<file path="src/rtl/sd_frame_pkg.sv">
// Shared types and helpers for the SD-card frame loader.
// Holds the sequencer state encoding, sector geometry and the pixel colour reduction.
package sd_frame_pkg;

    typedef enum logic [2:0] {
        IDLE      = 3'd0,
        START     = 3'd1,
        WAIT_BUSY = 3'd2,
        XFER      = 3'd3,
        NEXT      = 3'd4,
        DONE      = 3'd5,
        ERR       = 3'd6
    } state_t;

    localparam int SEC_WORDS  = 256;
    localparam int WORD_CNT_W = 9;

    // RGB565 to RGB444: keep the top four bits of each channel.
    function automatic logic [11:0] rgb565_to_rgb444(input logic [15:0] d);
        return {d[15:12], d[10:7], d[4:1]};
    endfunction

endpackage

</file>
<file path="src/rtl/rgb565_to_444.sv">
// Registered pixel converter between the frame RAM read port and the VGA driver.
// Output is forced to black whenever the frame is not being displayed.
module rgb565_to_444
    import sd_frame_pkg::*;
(
    input  logic        clk,
    input  logic        rst_n,
    input  logic        srst,
    input  logic        show,
    input  logic [15:0] pix_in,
    output logic [11:0] color_out
);

    logic [11:0] color_r;

    // Convert the RAM read word, or blank when the frame is not on display.
    always_ff @(posedge clk or negedge rst_n) begin
        if (!rst_n) begin
            color_r <= 12'h000;
        end else if (srst || !show) begin
            color_r <= 12'h000;
        end else begin
            color_r <= rgb565_to_rgb444(pix_in);
        end
    end

    assign color_out = color_r;

endmodule

</file>
<file path="src/rtl/sd_frame_loader.sv">
// Loads a frame from consecutive SD sectors into the single-port frame RAM,
// then hands the RAM over to the VGA pixel fetch path.
module sd_frame_loader
    import sd_frame_pkg::*;
#(
    parameter logic [31:0] START_SEC = 32'd16640,
    parameter logic [15:0] NUM_SEC   = 16'd600,
    parameter int          ADDR_W    = 18,
    parameter logic [15:0] TIMEOUT   = 16'd50000
) (
    input  logic              sys_clk,
    input  logic              sys_rst_n,
    input  logic              sd_init_done,
    input  logic              rd_busy,
    input  logic              rd_val_en,
    input  logic [15:0]       rd_val_data,
    output logic              rd_start_en,
    output logic [31:0]       rd_sec_addr,
    output logic              ena,
    output logic              wena,
    output logic [ADDR_W-1:0] ram_addr,
    output logic [15:0]       data_in,
    input  logic [15:0]       data_out,
    input  logic              reload,
    input  logic              pix_req,
    input  logic [ADDR_W-1:0] pix_addr,
    output logic [11:0]       color_data,
    output logic              load_busy,
    output logic              frame_done,
    output logic              load_err
);

    localparam logic [ADDR_W-1:0]     SEC_MASK = ADDR_W'(SEC_WORDS - 1);
    localparam logic [WORD_CNT_W-1:0] SEC_LEN  = WORD_CNT_W'(SEC_WORDS);

    state_t                  state_r;
    logic [15:0]             sec_cnt_r;
    logic [ADDR_W-1:0]       wr_ptr_r;
    logic [WORD_CNT_W-1:0]   word_cnt_r;
    logic [15:0]             tmo_cnt_r;
    logic                    rd_start_en_r;
    logic [31:0]             rd_sec_addr_r;
    logic                    ena_r;
    logic                    wena_r;
    logic [ADDR_W-1:0]       ram_addr_r;
    logic [15:0]             data_in_r;
    logic                    load_busy_r;
    logic                    frame_done_r;
    logic                    load_err_r;
    logic                    srst_s;

    // Losing SD initialisation outside IDLE abandons the load and starts over.
    assign srst_s = (state_r != IDLE) && !sd_init_done;

    // Load sequencer and RAM arbiter; every output is a register.
    always_ff @(posedge sys_clk or negedge sys_rst_n) begin
        if (!sys_rst_n) begin
            state_r       <= IDLE;
            sec_cnt_r     <= 16'd0;
            wr_ptr_r      <= '0;
            word_cnt_r    <= '0;
            tmo_cnt_r     <= 16'd0;
            rd_start_en_r <= 1'b0;
            rd_sec_addr_r <= START_SEC;
            ena_r         <= 1'b0;
            wena_r        <= 1'b0;
            ram_addr_r    <= '0;
            data_in_r     <= 16'h0000;
            load_busy_r   <= 1'b0;
            frame_done_r  <= 1'b0;
            load_err_r    <= 1'b0;
        end else if (srst_s) begin
            state_r       <= IDLE;
            sec_cnt_r     <= 16'd0;
            wr_ptr_r      <= '0;
            word_cnt_r    <= '0;
            tmo_cnt_r     <= 16'd0;
            rd_start_en_r <= 1'b0;
            ena_r         <= 1'b0;
            wena_r        <= 1'b0;
            load_busy_r   <= 1'b0;
            frame_done_r  <= 1'b0;
            load_err_r    <= 1'b0;
        end else begin
            rd_start_en_r <= 1'b0;
            ena_r         <= 1'b0;
            wena_r        <= 1'b0;
            case (state_r)
                IDLE: begin
                    if (sd_init_done) begin
                        load_busy_r <= 1'b1;
                        state_r     <= START;
                    end
                end
                START: begin
                    rd_start_en_r <= 1'b1;
                    rd_sec_addr_r <= START_SEC + {16'd0, sec_cnt_r};
                    tmo_cnt_r     <= 16'd0;
                    state_r       <= WAIT_BUSY;
                end
                WAIT_BUSY: begin
                    if (rd_busy) begin
                        word_cnt_r <= '0;
                        state_r    <= XFER;
                    end else if (tmo_cnt_r == TIMEOUT - 16'd1) begin
                        load_err_r  <= 1'b1;
                        load_busy_r <= 1'b0;
                        state_r     <= ERR;
                    end else begin
                        tmo_cnt_r <= tmo_cnt_r + 16'd1;
                    end
                end
                XFER: begin
                    // Over-long sectors are truncated so they cannot spill into the next slot.
                    if (rd_val_en && (word_cnt_r < SEC_LEN)) begin
                        ena_r      <= 1'b1;
                        wena_r     <= 1'b1;
                        ram_addr_r <= wr_ptr_r;
                        data_in_r  <= rd_val_data;
                        wr_ptr_r   <= wr_ptr_r + ADDR_W'(1);
                        word_cnt_r <= word_cnt_r + WORD_CNT_W'(1);
                    end
                    if (!rd_busy) begin
                        state_r <= NEXT;
                    end
                end
                NEXT: begin
                    // Round up so a short sector still leaves the next one sector-aligned.
                    wr_ptr_r   <= (wr_ptr_r + SEC_MASK) & ~SEC_MASK;
                    word_cnt_r <= '0;
                    if (sec_cnt_r == NUM_SEC - 16'd1) begin
                        frame_done_r <= 1'b1;
                        load_busy_r  <= 1'b0;
                        state_r      <= DONE;
                    end else begin
                        sec_cnt_r <= sec_cnt_r + 16'd1;
                        state_r   <= START;
                    end
                end
                DONE: begin
                    if (reload) begin
                        sec_cnt_r    <= 16'd0;
                        wr_ptr_r     <= '0;
                        frame_done_r <= 1'b0;
                        load_busy_r  <= 1'b1;
                        state_r      <= START;
                    end else if (pix_req) begin
                        ena_r      <= 1'b1;
                        ram_addr_r <= pix_addr;
                    end
                end
                ERR: begin
                    if (reload) begin
                        sec_cnt_r   <= 16'd0;
                        wr_ptr_r    <= '0;
                        load_err_r  <= 1'b0;
                        load_busy_r <= 1'b1;
                        state_r     <= START;
                    end
                end
                default: begin
                    state_r <= IDLE;
                end
            endcase
        end
    end

    rgb565_to_444 u_conv (
        .clk       (sys_clk),
        .rst_n     (sys_rst_n),
        .srst      (srst_s),
        .show      (frame_done_r),
        .pix_in    (data_out),
        .color_out (color_data)
    );

    assign rd_start_en = rd_start_en_r;
    assign rd_sec_addr = rd_sec_addr_r;
    assign ena         = ena_r;
    assign wena        = wena_r;
    assign ram_addr    = ram_addr_r;
    assign data_in     = data_in_r;
    assign load_busy   = load_busy_r;
    assign frame_done  = frame_done_r;
    assign load_err    = load_err_r;

endmodule
</file>
<file path="config.mk">
export PLATFORM = sky130hd
export DESIGN_NAME = sd_frame_loader
export DESIGN_NICKNAME = d
export VERILOG_FILES = /design/src/rtl/sd_frame_pkg.sv /design/src/rtl/rgb565_to_444.sv /design/src/rtl/sd_frame_loader.sv
export SDC_FILE = /design/constraint.sdc
export NUM_CORES = 1
export LEC_CHECK = 0
export CAP_MARGIN = 15
export CORE_AREA = 2 2 154 156
export CTS_CLUSTER_DIAMETER = 40
export CTS_CLUSTER_SIZE = 30
export DETAILED_ROUTE_END_ITERATION = 6
export DIE_AREA = 0 0 156 158
export PLACE_DENSITY = 0.55
export RECOVER_POWER = 50
export SYNTH_ARGS = -nofsm -noshare
export SYNTH_HDL_FRONTEND = slang
export SYNTH_SLANG_ARGS = --single-unit
</file>
<file path="constraint.sdc">
create_clock -name sys_clk -period 1.65 [get_ports sys_clk]
set_input_delay 0.33 -clock sys_clk [delete_from_list [all_inputs] [get_ports sys_clk]]
set_output_delay 0.33 -clock sys_clk [all_outputs]
set_load 0.005 [all_outputs]
</file>
# ---- Word-level counts from Yosys, hierarchy flattened
# Cells that the tools add are included.
dict set report op_classes {
  addsub 6
  order_cmp 1
  eq_ne 24
  muxes 53
  bitwise_logic 1
  reduce_logical 27
}
# op count
set ops {}
lappend ops {{$mux 18} 6}
lappend ops {{$mux 16} 6}
lappend ops {{$pmux 16 s2} 2}
lappend ops {{$pmux 18 s3} 1}
lappend ops {{$pmux 18 s2} 1}
lappend ops {{$ne 3x2->1 const B} 11}
lappend ops {{$add 16x1->16 const B} 2}
lappend ops {{$mux 9} 3}
lappend ops {{$pmux 9 s3} 1}
lappend ops {{$mux 3} 7}
lappend ops {{$mux 1} 20}
lappend ops {{$add 18x1->18 const B} 1}
lappend ops {{$add 18x8->18 const B} 1}
lappend ops {{$pmux 3 s6} 1}
lappend ops {{$reduce_and 3->1} 6}
lappend ops {{$add 15x16->17 const A} 1}
lappend ops {{$eq 16x10->1 const B} 1}
lappend ops {{$eq 16x16->1 const B} 1}
lappend ops {{$reduce_bool 3->1} 5}
lappend ops {{$mux 12} 1}
lappend ops {{$add 9x1->9 const B} 1}
lappend ops {{$eq 3x3->1 const B} 3}
lappend ops {{$lt 9x9->1 const B} 1}
lappend ops {{$reduce_and 4->1} 2}
lappend ops {{other kinds (19)} 27}
dict set report word_totals {
  regBits 146
  input_bits 57
  out_inout_bits 84
  wordCells 127
}

# ---- Depth between registers and ports, before layout
# Gate-level depths: netlist of run 1.
dict set report logic_depth {
  word_depth 5
  ltp_mapped 9
  ltp_nobuf 7
}

# ---- Hierarchy
# From an unflattened synthesis of run 1, not the netlist that was laid out.
dict set report unflattened {
  cells_unflattened 728
  hier_area_um2 6766.5
}
# module instances cells_per_inst area_each_um2 seq_area_each_um2
set by_module_without_submodules {}
lappend by_module_without_submodules {sd_frame_loader 1 702 6342.3 2980.4}
lappend by_module_without_submodules {rgb565_to_444 1 26 424.2 300.3}

# ---- Worst setup path after synthesis of run 1
# Ideal clock, no wire load.
dict set report synth_timing {
  path_kind {flip-flop to flip-flop}
  start {register state_r[2]}
  end {register data_in_r[10] (netlist: data_in[10])}
  setup_ns 0.117
  arrival_ns 1.712
  t_required_ns 1.533
  path_slack_ns -0.178
  path_stages_with_launch 9
  n_path_buf 4
  synth_period_minus_slack_ns 1.828
  cell_sequence {dfrtp_1 -> buf_6 -> nand4b_4 -> or3b_2 -> buf_2 -> buf_2 -> buf_2 -> nand2_1 -> nand2_1}
}
dict set report synth_between {
  elab_chain_cells 4
  word_cells_on_any_way 5
  cone_classes {eq/ne (1); bitwise (1); reduce/logical (3)}
}
# item line
set synth_rtl {}
lappend synth_rtl {{start: declaration} sd_frame_loader.sv:36} ;# state_t state_r;
lappend synth_rtl {{start signal: assignment} sd_frame_loader.sv:58} ;# state_r <= IDLE;
lappend synth_rtl {{start signal: assignment} sd_frame_loader.sv:73} ;# state_r <= IDLE;
lappend synth_rtl {{start signal: assignment} sd_frame_loader.sv:92} ;# state_r <= START;
lappend synth_rtl {{$reduce_bool 3->1} sd_frame_loader.sv:53} ;# assign srst_s = (state_r != IDLE) && !sd_init_done;
lappend synth_rtl {{$logic_and 1x1->1} sd_frame_loader.sv:53}
lappend synth_rtl {{$not 1->1 (no source line)} -}
lappend synth_rtl {{$reduce_and 3->1 (no source line) *} -}
lappend synth_rtl {{end signal: assignment} sd_frame_loader.sv:119} ;# data_in_r <= rd_val_data;
lappend synth_rtl {{end: declaration} sd_frame_loader.sv:46} ;# logic [15:0] data_in_r;
# Mark *: on every way between the ends. The rest lies on a longest branch, timed or not.
# A chain may end at the register's enable or synchronous reset.

# ---- Worst setup path after layout of run 1
dict set report layout_timing {
  start {register state_r[2]}
  end {register ram_addr_r[8] (netlist: ram_addr[8])}
}
dict set report layout_between {
  elab_chain_cells 4
  word_cells_on_any_way 11
  cone_classes {eq/ne (5); mux (1); bitwise (1); reduce/logical (4)}
}
# item line
set layout_rtl {}
lappend layout_rtl {{branches (longest 4 deep; another with $reduce_and 5->1)} -}
lappend layout_rtl {{end signal: assignment} sd_frame_loader.sv:118} ;# ram_addr_r <= wr_ptr_r;
lappend layout_rtl {{end signal: assignment} sd_frame_loader.sv:149} ;# ram_addr_r <= pix_addr;
lappend layout_rtl {{end: declaration} sd_frame_loader.sv:45} ;# logic [ADDR_W-1:0] ram_addr_r;
# Several ways; the timed one is not identified.

==> results of run 1 <==
[logic make-up after synthesis]
logic type                 count (synthesis)  share of synthesized area
buffers and inverters                     65                     0.0557
other                                      1                   0.000551
AOI/OAI and AO/OA                        165                      0.157
DFF                                      131                      0.482
and+or+nand+nor                          308                      0.228
xor gates and xnor gates                  26                     0.0334
adders and majority gates                  7                     0.0129
muxes                                     21                     0.0309
[cells in the mapped netlist (all sizes together), types with 15 or more instances]
cell type / n / area (um2)
dfrtp: 129 / 3230
nand2: 112 / 428
nor2: 68 / 258
o21ai: 61 / 320
a21oi: 41 / 254
buf: 39 / 282
nand4: 25 / 156
mux2i: 21 / 210
nand3: 21 / 105
xor2: 20 / 175
and2: 19 / 119
a31oi: 18 / 113
and3: 15 / 93.8
clkbuf: 15 / 56.3
[report_power, final]
| group | switching, uW | internal [uW] |
|---|---|---|
| clock network | 1500 | 2890 |
| registers | 331 | 3760 |
| logic | 2080 | 2390 |
| total | 3910 | 9030 |
[final timing paths]
path	endpoint	start	cells past startpoint	slack [ps]
max	ram_addr[8]	state_r[2]	7	-140
min	data_in[0]	rd_val_data[0]	3	450
max reg2reg	ram_addr[8]	state_r[2]	7	-140
min reg2reg	rd_sec_addr[6]	rd_sec_addr[6]	2	470
max in group asynchronous	wena	sys_rst_n	3	150
min in group asynchronous	tmo_cnt_r[7]	sys_rst_n	2	590
[placed cells by master (no fill, tap or decap), drive strengths merged, types with 11 or more instances in the layout]
master         netlist  layout
a21oi               41      42
xor2                20      20
and3                15      15
nand4               25      25
and2                19      19
a31oi               18      18
conb                 1      15
inv                 10      11
clkbuf              15      23
mux2i               21      21
dlymetal6s2s         0      30
nor2                68      68
buf                 39     187
nand2              112     112
clkdlybuf4s50        0      84
dfrtp              129     129
o21ai               61      61
nand3               21      21
[layout make-up]
| cell class | instances | area share |
|---|---|---|
| Timing Repair Buffer | 311 | 0.268 |
| Tap cell | 290 | 0.0322 |
| Clock inverter | 12 | 0.0203 |
| Sequential cell | 131 | 0.291 |
| Multi-Input combinational cell | 544 | 0.342 |
| Clock buffer | 20 | 0.0396 |
| Inverter | 11 | 0.00477 |
| Timing Repair inverter | 1 | 0.00144 |
[metrics by stage]
step | std cells | TNS, ps | util
detailed placement | 1246 | -53700 | 0.408
floorplan | 738 | -3240 | -
global route | 1320 | -16620 | 0.489
global placement | 1246 | -52610 | 0.408
finish | 1320 | -6830 | 0.489
CTS | 1300 | -6460 | 0.463
[flip-flops by register name, indices dropped and copies added, names as in the netlist]
signal	flops
word_cnt_r	9
u_conv.color_out	12
ram_addr	18
load_err	1
rd_sec_addr	17
state_r	3
wena	1
ena	1
sec_cnt_r	16
data_in	16
frame_done	1
rd_start_en	1
load_busy	1
tmo_cnt_r	16
wr_ptr_r	18
[timing repair]
action | in CTS | in global routing
gates cloned | 7 | 2
setup endpoints to repair | 104 | 144
pin swaps | 44 | 57
gates resized for setup | 120 | 146
setup buffers | 14 | 19
endpoints found under the hold margin | 31 | 0
hold buffers | 1 | 0
[per-layer routing]
metal,part of all wire,up-vias
met2,0.50,140
met3,0.039,23
met4,0.015,0
li1,-,3136
met5,0,-
met1,0.45,3127
[tightest hold or removal path, cell delays in order]
cell and delay [ps]:
clkdlybuf4s50_1 410, nand2_2 50, nand2_1 40
==> flow_metrics.py, run 1 <==
metrics = {
    "detailed_routing": {
        "detail_route.wl_per_cell_um": 15.5,
        "drcViolationCount": 0,
        "num_vias": 6426,
        "viasPerCell": 4.87,
        "ant_nets": 0,
        "firstDrtPassIters": 5,
        "wl_um": 20500,
        "drtIter0Drc": 360,
    },
    "synth": {
        "syn_inst": 724,
        "synthFlopType": "dfrtp_1",
        "synth_edf_count": 0,
        "ys_ff_latch": 131,
        "ys.warnings.count": 0,
        "netlist_area_um2": 6810,
        "ys_async_sr_fraction": 1.00,
        "yosysSeqAreaShare": 0.482,
        "yosysUniqueCellTypes": 71,
        "syn_area_per_cell_um2": 9.41,
    },
    "sta": {
        "setup_ws_ps": -141,
        "rsz0062_at_grt": "yes",
        "worst_pin_slew_ps": 930,
        "hold_violations": 0,
        "fin_worst_skew_ps": 7.74,
        "slew_viol_final": 0,
        "fmax_mhz": 558,
        "finalCritPeriodShare": 1.09,
        "maxSlewHeadroom": 0.380,
        "hold_slack_ps": 451,
        "min_period_ps": 1790,
        "setup_violations": 84,
    },
    "floorplanning": {
        "start_util": 0.295,
        "die_x_um": 156,
        "die_y_um": 158,
        "design.core.area_um2": 23100,
        "io_pins": 141,
        "die-area_um2": 24600,
        "num_rows": 56,
    },
    "global_route": {
        "antenna_found_initial": 0,
        "grtUsageMet2": 0.274,
        "grt_pass1_vias": 6333,
        "busiest_layer": "met2",
        "grt_pass1_wl_um": 32400,
        "grt_max_degree": 37,
        "grtUsageMet3": 0.0350,
        "gr-usage-all-layers": 0.165,
        "gr-usage-met1": 0.218,
        "grt-ovfl-total": 0,
    },
    "power_and_ir_drop": {
        "power.density_cell_area_nw_per_um2": 1150,
        "p_leak_uw": 0.00556,
        "ir_drop_v": 0.000664,
        "total_power_uw": 12900,
    },
    "placement": {
        "place_ws_ps": -587,
        "place_area_um2": 9420,
        "place_hpwl_um": 13900,
        "port_buffers": 121,
        "gp_congestion": 0.823,
    },
    "critical_path": {
        "worstPathRequired_ps": 1990,
        "critPathKind": "reg2reg",
        "path_max_fanout": 18,
        "critPathLaunchType": "register",
        "crit_path_top_delay_cell": "dfrtp_2",
        "cpLargestDelayFamily": "compound AO/OA/AOI/OAI gates",
        "critPathMaxStageDelay_ps": 450,
        "crit_arrival_ps": 2130,
        "worst-path-buf-inv": 2,
        "crit_chain": "nor2b_2 > buf_4 > nand2_4 > o41ai_4 > buf_12 > nor2_1 > a21oi_1",
        "end_kind": "register",
    },
    "clocking": {
        "clk_pin_slew_worst_paths_ps": 60,
        "cts-buffers-inserted": 17,
        "clk_path_buf_depth": 2,
        "cts_tree": "done",
        "worstSkewPairLatency_ps": 420,
        "clock_sinks": 131,
        "cts-root-buf": "clkbuf_16",
        "h-tree-depth": 4,
    },
    "outcome": {
        "status": "finished, violations left",
        "violations": "negative setup slack",
    },
    "hold_path": {
        "min_path_type": "in2reg",
    },
    "final_layout": {
        "diodes": 0,
        "syn_to_final_growth_pct": 65.6,
        "multiInputGateArea_um2": 3860,
        "fin_area_um2": 11300,
        "seqCellArea_um2": 3290,
        "final_net_count": 1081,
        "drive_gt1_frac": 0.365,
        "fillers": 2123,
    },
    "flow_run": {
        "maxCapViolCount": 0,
    },
}
No activity file was read; power rests on OpenSTA's default activity.
==> inputs of run 2 (changes only) <==
- CORE_AREA: 2 2 154 156 -> 2 2 134 136
- DIE_AREA: 0 0 156 158 -> 0 0 136 138
- PLACE_DENSITY: 0.55 -> 0.69
==> flow_metrics.py, run 2 (synthesis gave the netlist of run 1 again) <==
metrics = {
    "clocking": {
        "clock_sinks": 131,
        "cts-buffers-inserted": 17,
        "clk_path_buf_depth": 2,
        "clk_pin_slew_worst_paths_ps": 60,
        "cts_tree": "done",
        "cts-root-buf": "clkbuf_16",
        "worstSkewPairLatency_ps": 430,
        "h-tree-depth": 4,
    },
    "detailed_routing": {
        "viasPerCell": 5.28,
        "firstDrtPassIters": 5,
        "drtIter0Drc": 408,
        "num_vias": 6602,
        "drcViolationCount": 0,
        "detail_route.wl_per_cell_um": 16.2,
        "ant_nets": 0,
        "wl_um": 20300,
    },
    "final_layout": {
        "drive_gt1_frac": 0.336,
        "layout_commonest_cell": "buf_4",
        "final_net_count": 1073,
        "syn_to_final_growth_pct": 61.3,
        "final_cells": 1251,
        "final_util": 0.626,
        "final_cell_mix": "buf_4, dfrtp_1, nand2_1, clkdlybuf4s50_1, nor2_1",
        "diodes": 0,
    },
    "sta": {
        "setup_violations": 81,
        "setup_ws_ps": -185,
        "rsz0062_at_grt": "yes",
        "finalCritPeriodShare": 1.11,
        "worst_pin_slew_ps": 983,
        "min_period_ps": 1840,
        "fin_worst_skew_ps": 10.8,
        "slew_viol_final": 0,
        "setup_tns_ps": -6030,
        "hold_violations": 0,
        "fmax_mhz": 545,
        "maxSlewHeadroom": 0.345,
        "hold_slack_ps": 429,
    },
    "power_and_ir_drop": {
        "ir_drop_v": 0.000910,
        "p_leak_uw": 0.00520,
        "power.density_cell_area_nw_per_um2": 1140,
    },
    "floorplanning": {
        "num_rows": 49,
        "die_x_um": 136,
        "io_pins": 141,
        "design.core.area_um2": 17500,
        "die-area_um2": 18800,
        "start_util": 0.388,
        "die_y_um": 138,
    },
    "hold_path": {
        "hold_depth": 3,
        "min_path_type": "in2reg",
    },
    "placement": {
        "port_buffers": 121,
        "gp_congestion": 0.876,
        "dp_cells": 1177,
        "place_hpwl_um": 13100,
        "place_ws_ps": -574,
    },
    "global_route": {
        "grt_pass1_vias": 6496,
        "gr-usage-all-layers": 0.216,
        "antenna_found_initial": 0,
        "grt-ovfl-total": 0,
        "grt_pass1_wl_um": 32600,
        "grt_max_degree": 49,
    },
    "critical_path": {
        "path_max_fanout": 7,
        "crit_arrival_ps": 2150,
        "reg2reg_depth": 8,
        "worst-path-buf-inv": 3,
        "crit_chain": "buf_6 > buf_6 > nor3b_4 > o22ai_4 > buf_12 > a31oi_1 > o21ai_2 > o41ai_2",
        "end_kind": "register",
        "cp.depth": 8,
        "cp_common_cell": "buf_6",
        "cpLargestDelayFamily": "compound AO/OA/AOI/OAI gates",
        "worstPathRequired_ps": 1960,
        "critPathLaunchType": "register",
        "critPathKind": "reg2reg",
        "critPathMaxStageDelay_ps": 460,
        "crit_path_top_delay_cell": "dfrtp_2",
    },
    "flow_run": {
        "maxCapViolCount": 0,
    },
    "outcome": {
        "violations": "negative setup slack",
        "status": "finished, violations left",
    },
}
[run 2: cell types whose count changed in the layout (fill, tap and decap cells not counted), sizes merged]
cell,previous run,this run
bufinv,6,2
clkdlybuf4s50,84,100
clkinv,7,8
dlygate4sd2,6,8
dlymetal6s2s,30,12
clkbuf,23,20
buf,187,181
clkinvlp,0,3
clkdlybuf4s15,0,1
[run 2: worst paths after layout]
path / from / endpoint / slack, ps
setup / recovery: state_r[0] / sec_cnt_r[5] / -190
max in group asynchronous: sys_rst_n / rd_sec_addr[8] / 40
min in group asynchronous: sys_rst_n / tmo_cnt_r[11] / 690
hold reg to reg: word_cnt_r[6] / word_cnt_r[6] / 470
setup reg to reg: state_r[0] / sec_cnt_r[5] / -190
hold / removal: rd_val_data[6] / data_in[6] / 430
[run 2: routing by layer]
metal | track usage | part of all wire | vias up
li1 | - | - | 3112
met2 | 0.362 | 0.51 | 199
met1 | 0.271 | 0.42 | 3241
met5 | 0 | 0 | -
met4 | 0.0866 | 0.024 | 0
met3 | 0.0433 | 0.041 | 50
[run 2: metrics by stage]
stage | cell area (um2) | power (uW)
2_1_floorplan | 7030 | 5830
3_3_place_gp | 9280 | 7830
3_5_place_dp | 9280 | 7890
4_1_cts | 10600 | 12200
5_1_grt | 11000 | 13100
6_report | 11000 | 12500
[run 2: layout make-up]
cell class	count	area [um2]
clock buffers	20	457
inverters	11	53.8
clock inverters	12	133
repair buffers	303	2890
repair inverters	1	11.3
well taps	229	287
multi-input cells	544	3870
flip-flops and latches	131	3280
fillers	1413	6550
[run 2: what timing repair did]
action / in CTS / in global routing
hold endpoints to repair: 16 / 0
gates cloned: 8 / 0
setup endpoints to repair: 117 / 114
gates resized for setup: 132 / 97
pin swaps: 47 / 34
hold buffers: 1 / 0
buffers inserted: 26 / 9
[run 2: worst min-delay path, delay by kind of cell]
family / cells / cell delay, ps
simple gates: 2 / 100
buf+inv: 1 / 390
[run 2: power breakdown]
group / internal [uW] / switching, uW
logic: 2460 / 2150
registers: 3760 / 333
clock network: 2300 / 1490
==> inputs of run 3 (changes only) <==
- SLEW_MARGIN: unset -> 40
- TNS_END_PERCENT: unset -> 30
==> flow_metrics.py, run 3 (synthesis gave the netlist of run 1 again) <==
metrics = {
    "outcome": {
        "status": "finished, violations left",
        "violations": "negative setup slack",
    },
    "detailed_routing": {
        "wl_um": 19100,
        "num_vias": 6338,
        "viasPerCell": 5.17,
        "drtIter0Drc": 514,
        "detail_route.wl_per_cell_um": 15.6,
        "firstDrtPassIters": 5,
        "ant_nets": 0,
        "drcViolationCount": 0,
    },
    "sta": {
        "min_period_ps": 1860,
        "rsz0062_at_grt": "yes",
        "fin_worst_skew_ps": 11.6,
        "setup_ws_ps": -207,
        "setup_violations": 88,
        "setup_tns_ps": -8940,
        "hold_violations": 0,
        "worst_pin_slew_ps": 937,
        "maxSlewHeadroom": 0.375,
        "hold_slack_ps": 423,
        "fmax_mhz": 538,
        "slew_viol_final": 0,
        "finalCritPeriodShare": 1.13,
    },
    "final_layout": {
        "multiInputGateArea_um2": 3650,
        "fillers": 1497,
        "syn_to_final_growth_pct": 54.2,
        "final_cells": 1225,
        "final_net_count": 1047,
        "final_cell_mix": "dfrtp_1, buf_4, nand2_1, clkdlybuf4s50_1, nor2_1",
        "layout_commonest_cell": "dfrtp_1",
        "drive_gt1_frac": 0.292,
        "diodes": 0,
        "seqCellArea_um2": 3280,
    },
    "critical_path": {
        "r2r_slack_ps": -210,
        "worstPathRequired_ps": 2000,
        "reg2reg_depth": 7,
        "critPathLaunchType": "register",
        "critPathKind": "reg2reg",
        "crit_arrival_ps": 2210,
        "r2r_end": "wr_ptr_r[11]",
        "end_kind": "register",
        "timing.rr.start": "state_r[0]",
        "path_max_fanout": 7,
    },
    "floorplanning": {
        "die-area_um2": 18800,
        "die_x_um": 136,
        "start_util": 0.388,
        "design.core.area_um2": 17500,
        "io_pins": 141,
        "num_rows": 49,
        "die_y_um": 138,
    },
    "global_route": {
        "antenna_found_initial": 0,
        "grt-ovfl-total": 0,
        "grt_max_degree": 49,
        "grt_pass1_wl_um": 30400,
        "gr-usage-all-layers": 0.202,
        "grt_pass1_vias": 6225,
    },
    "power_and_ir_drop": {
        "power.density_cell_area_nw_per_um2": 1140,
        "power_switching_uw": 3820,
        "total_power_uw": 12000,
        "p_leak_uw": 0.00515,
        "pwr-share-comb": 0.348,
        "p_sw_frac": 0.318,
        "pwr-share-seq": 0.346,
        "p_clk_frac": 0.306,
        "ir_drop_v": 0.000759,
        "p_int_uw": 8200,
    },
    "clocking": {
        "clk_pin_slew_worst_paths_ps": 60,
        "worstSkewPairLatency_ps": 430,
        "cts-buffers-inserted": 17,
        "cts_tree": "done",
        "clock_sinks": 131,
        "cts-root-buf": "clkbuf_16",
        "h-tree-depth": 4,
        "clk_path_buf_depth": 2,
    },
    "hold_path": {
        "hold_depth": 3,
        "min_path_type": "in2reg",
        "hold_end": "data_in[4]",
        "hold_start": "rd_val_data[4]",
    },
    "placement": {
        "port_buffers": 121,
        "place_hpwl_um": 12800,
        "place_ws_ps": -507,
        "dp_cells": 1172,
        "gp_congestion": 0.895,
    },
    "flow_run": {
        "maxCapViolCount": 0,
    },
}
[run 3: stage by stage]
step	area, um2	util
floorplan	6940	-
global placement	9190	0.524
detailed placement	9190	0.524
CTS	10100	0.575
global route	10500	0.599
finish	10500	0.599
[run 3: worst max path at each step]
stage,end,from,cells after the start
after floorplan,ram_addr[13],state_r[2],7
final,wr_ptr_r[11],state_r[0],7
after global placement,wr_ptr_r[7],reload,7
after global routing,wr_ptr_r[11],state_r[0],7
after detailed placement,ram_addr[5],sd_init_done,8
after CTS,sec_cnt_r[12],state_r[0],7
[run 3: cell type report]
type | instances | share of cell area
multi-input combinational | 543 | 0.348
sequential | 131 | 0.313
timing repair buffer | 279 | 0.253
clock buffer | 21 | 0.0448
tap | 229 | 0.0273
clock inverter | 11 | 0.00977
inverter | 11 | 0.00465
[run 3: layer usage]
metal | global-route usage | wire length, um | vias up
met3 | 0.0389 | 727 | 28
li1 | - | - | 3063
met2 | 0.338 | 9680 | 176
met1 | 0.256 | 8280 | 3071
met5 | 0 | 0 | -
met4 | 0.0779 | 406 | 0
[run 3: repair_timing]
item / 4_1_cts / 5_1_grt
hold buffers: 1 / 0
setup buffers: 9 / 8
endpoints found under the hold margin: 31 / 0
gates cloned: 3 / 1
pin swaps: 25 / 13
endpoints found under the setup margin: 122 / 131
resized for setup: 69 / 104
[run 3: power by group through the flow]
| stage | sequential (uW) | combinational (uW) | clock (uW) |
|---|---|---|---|
| floorplan | 4120 | 1650 | 0 |
| global placement | 4130 | 3640 | 0 |
| detailed placement | 4130 | 3690 | 0 |
| CTS | 4100 | 3880 | 3740 |
| global route | 4230 | 4540 | 3870 |
| finish | 4160 | 4180 | 3680 |
[run 3: worst max-delay path, cell delays in order (launching register included)]
cell and delay [ps]:
dfrtp_2 450, buf_6 140, and3b_1 230, a211o_1 150, buf_4 180, nor2_4 40
or4_1 500, o21ai_1 90
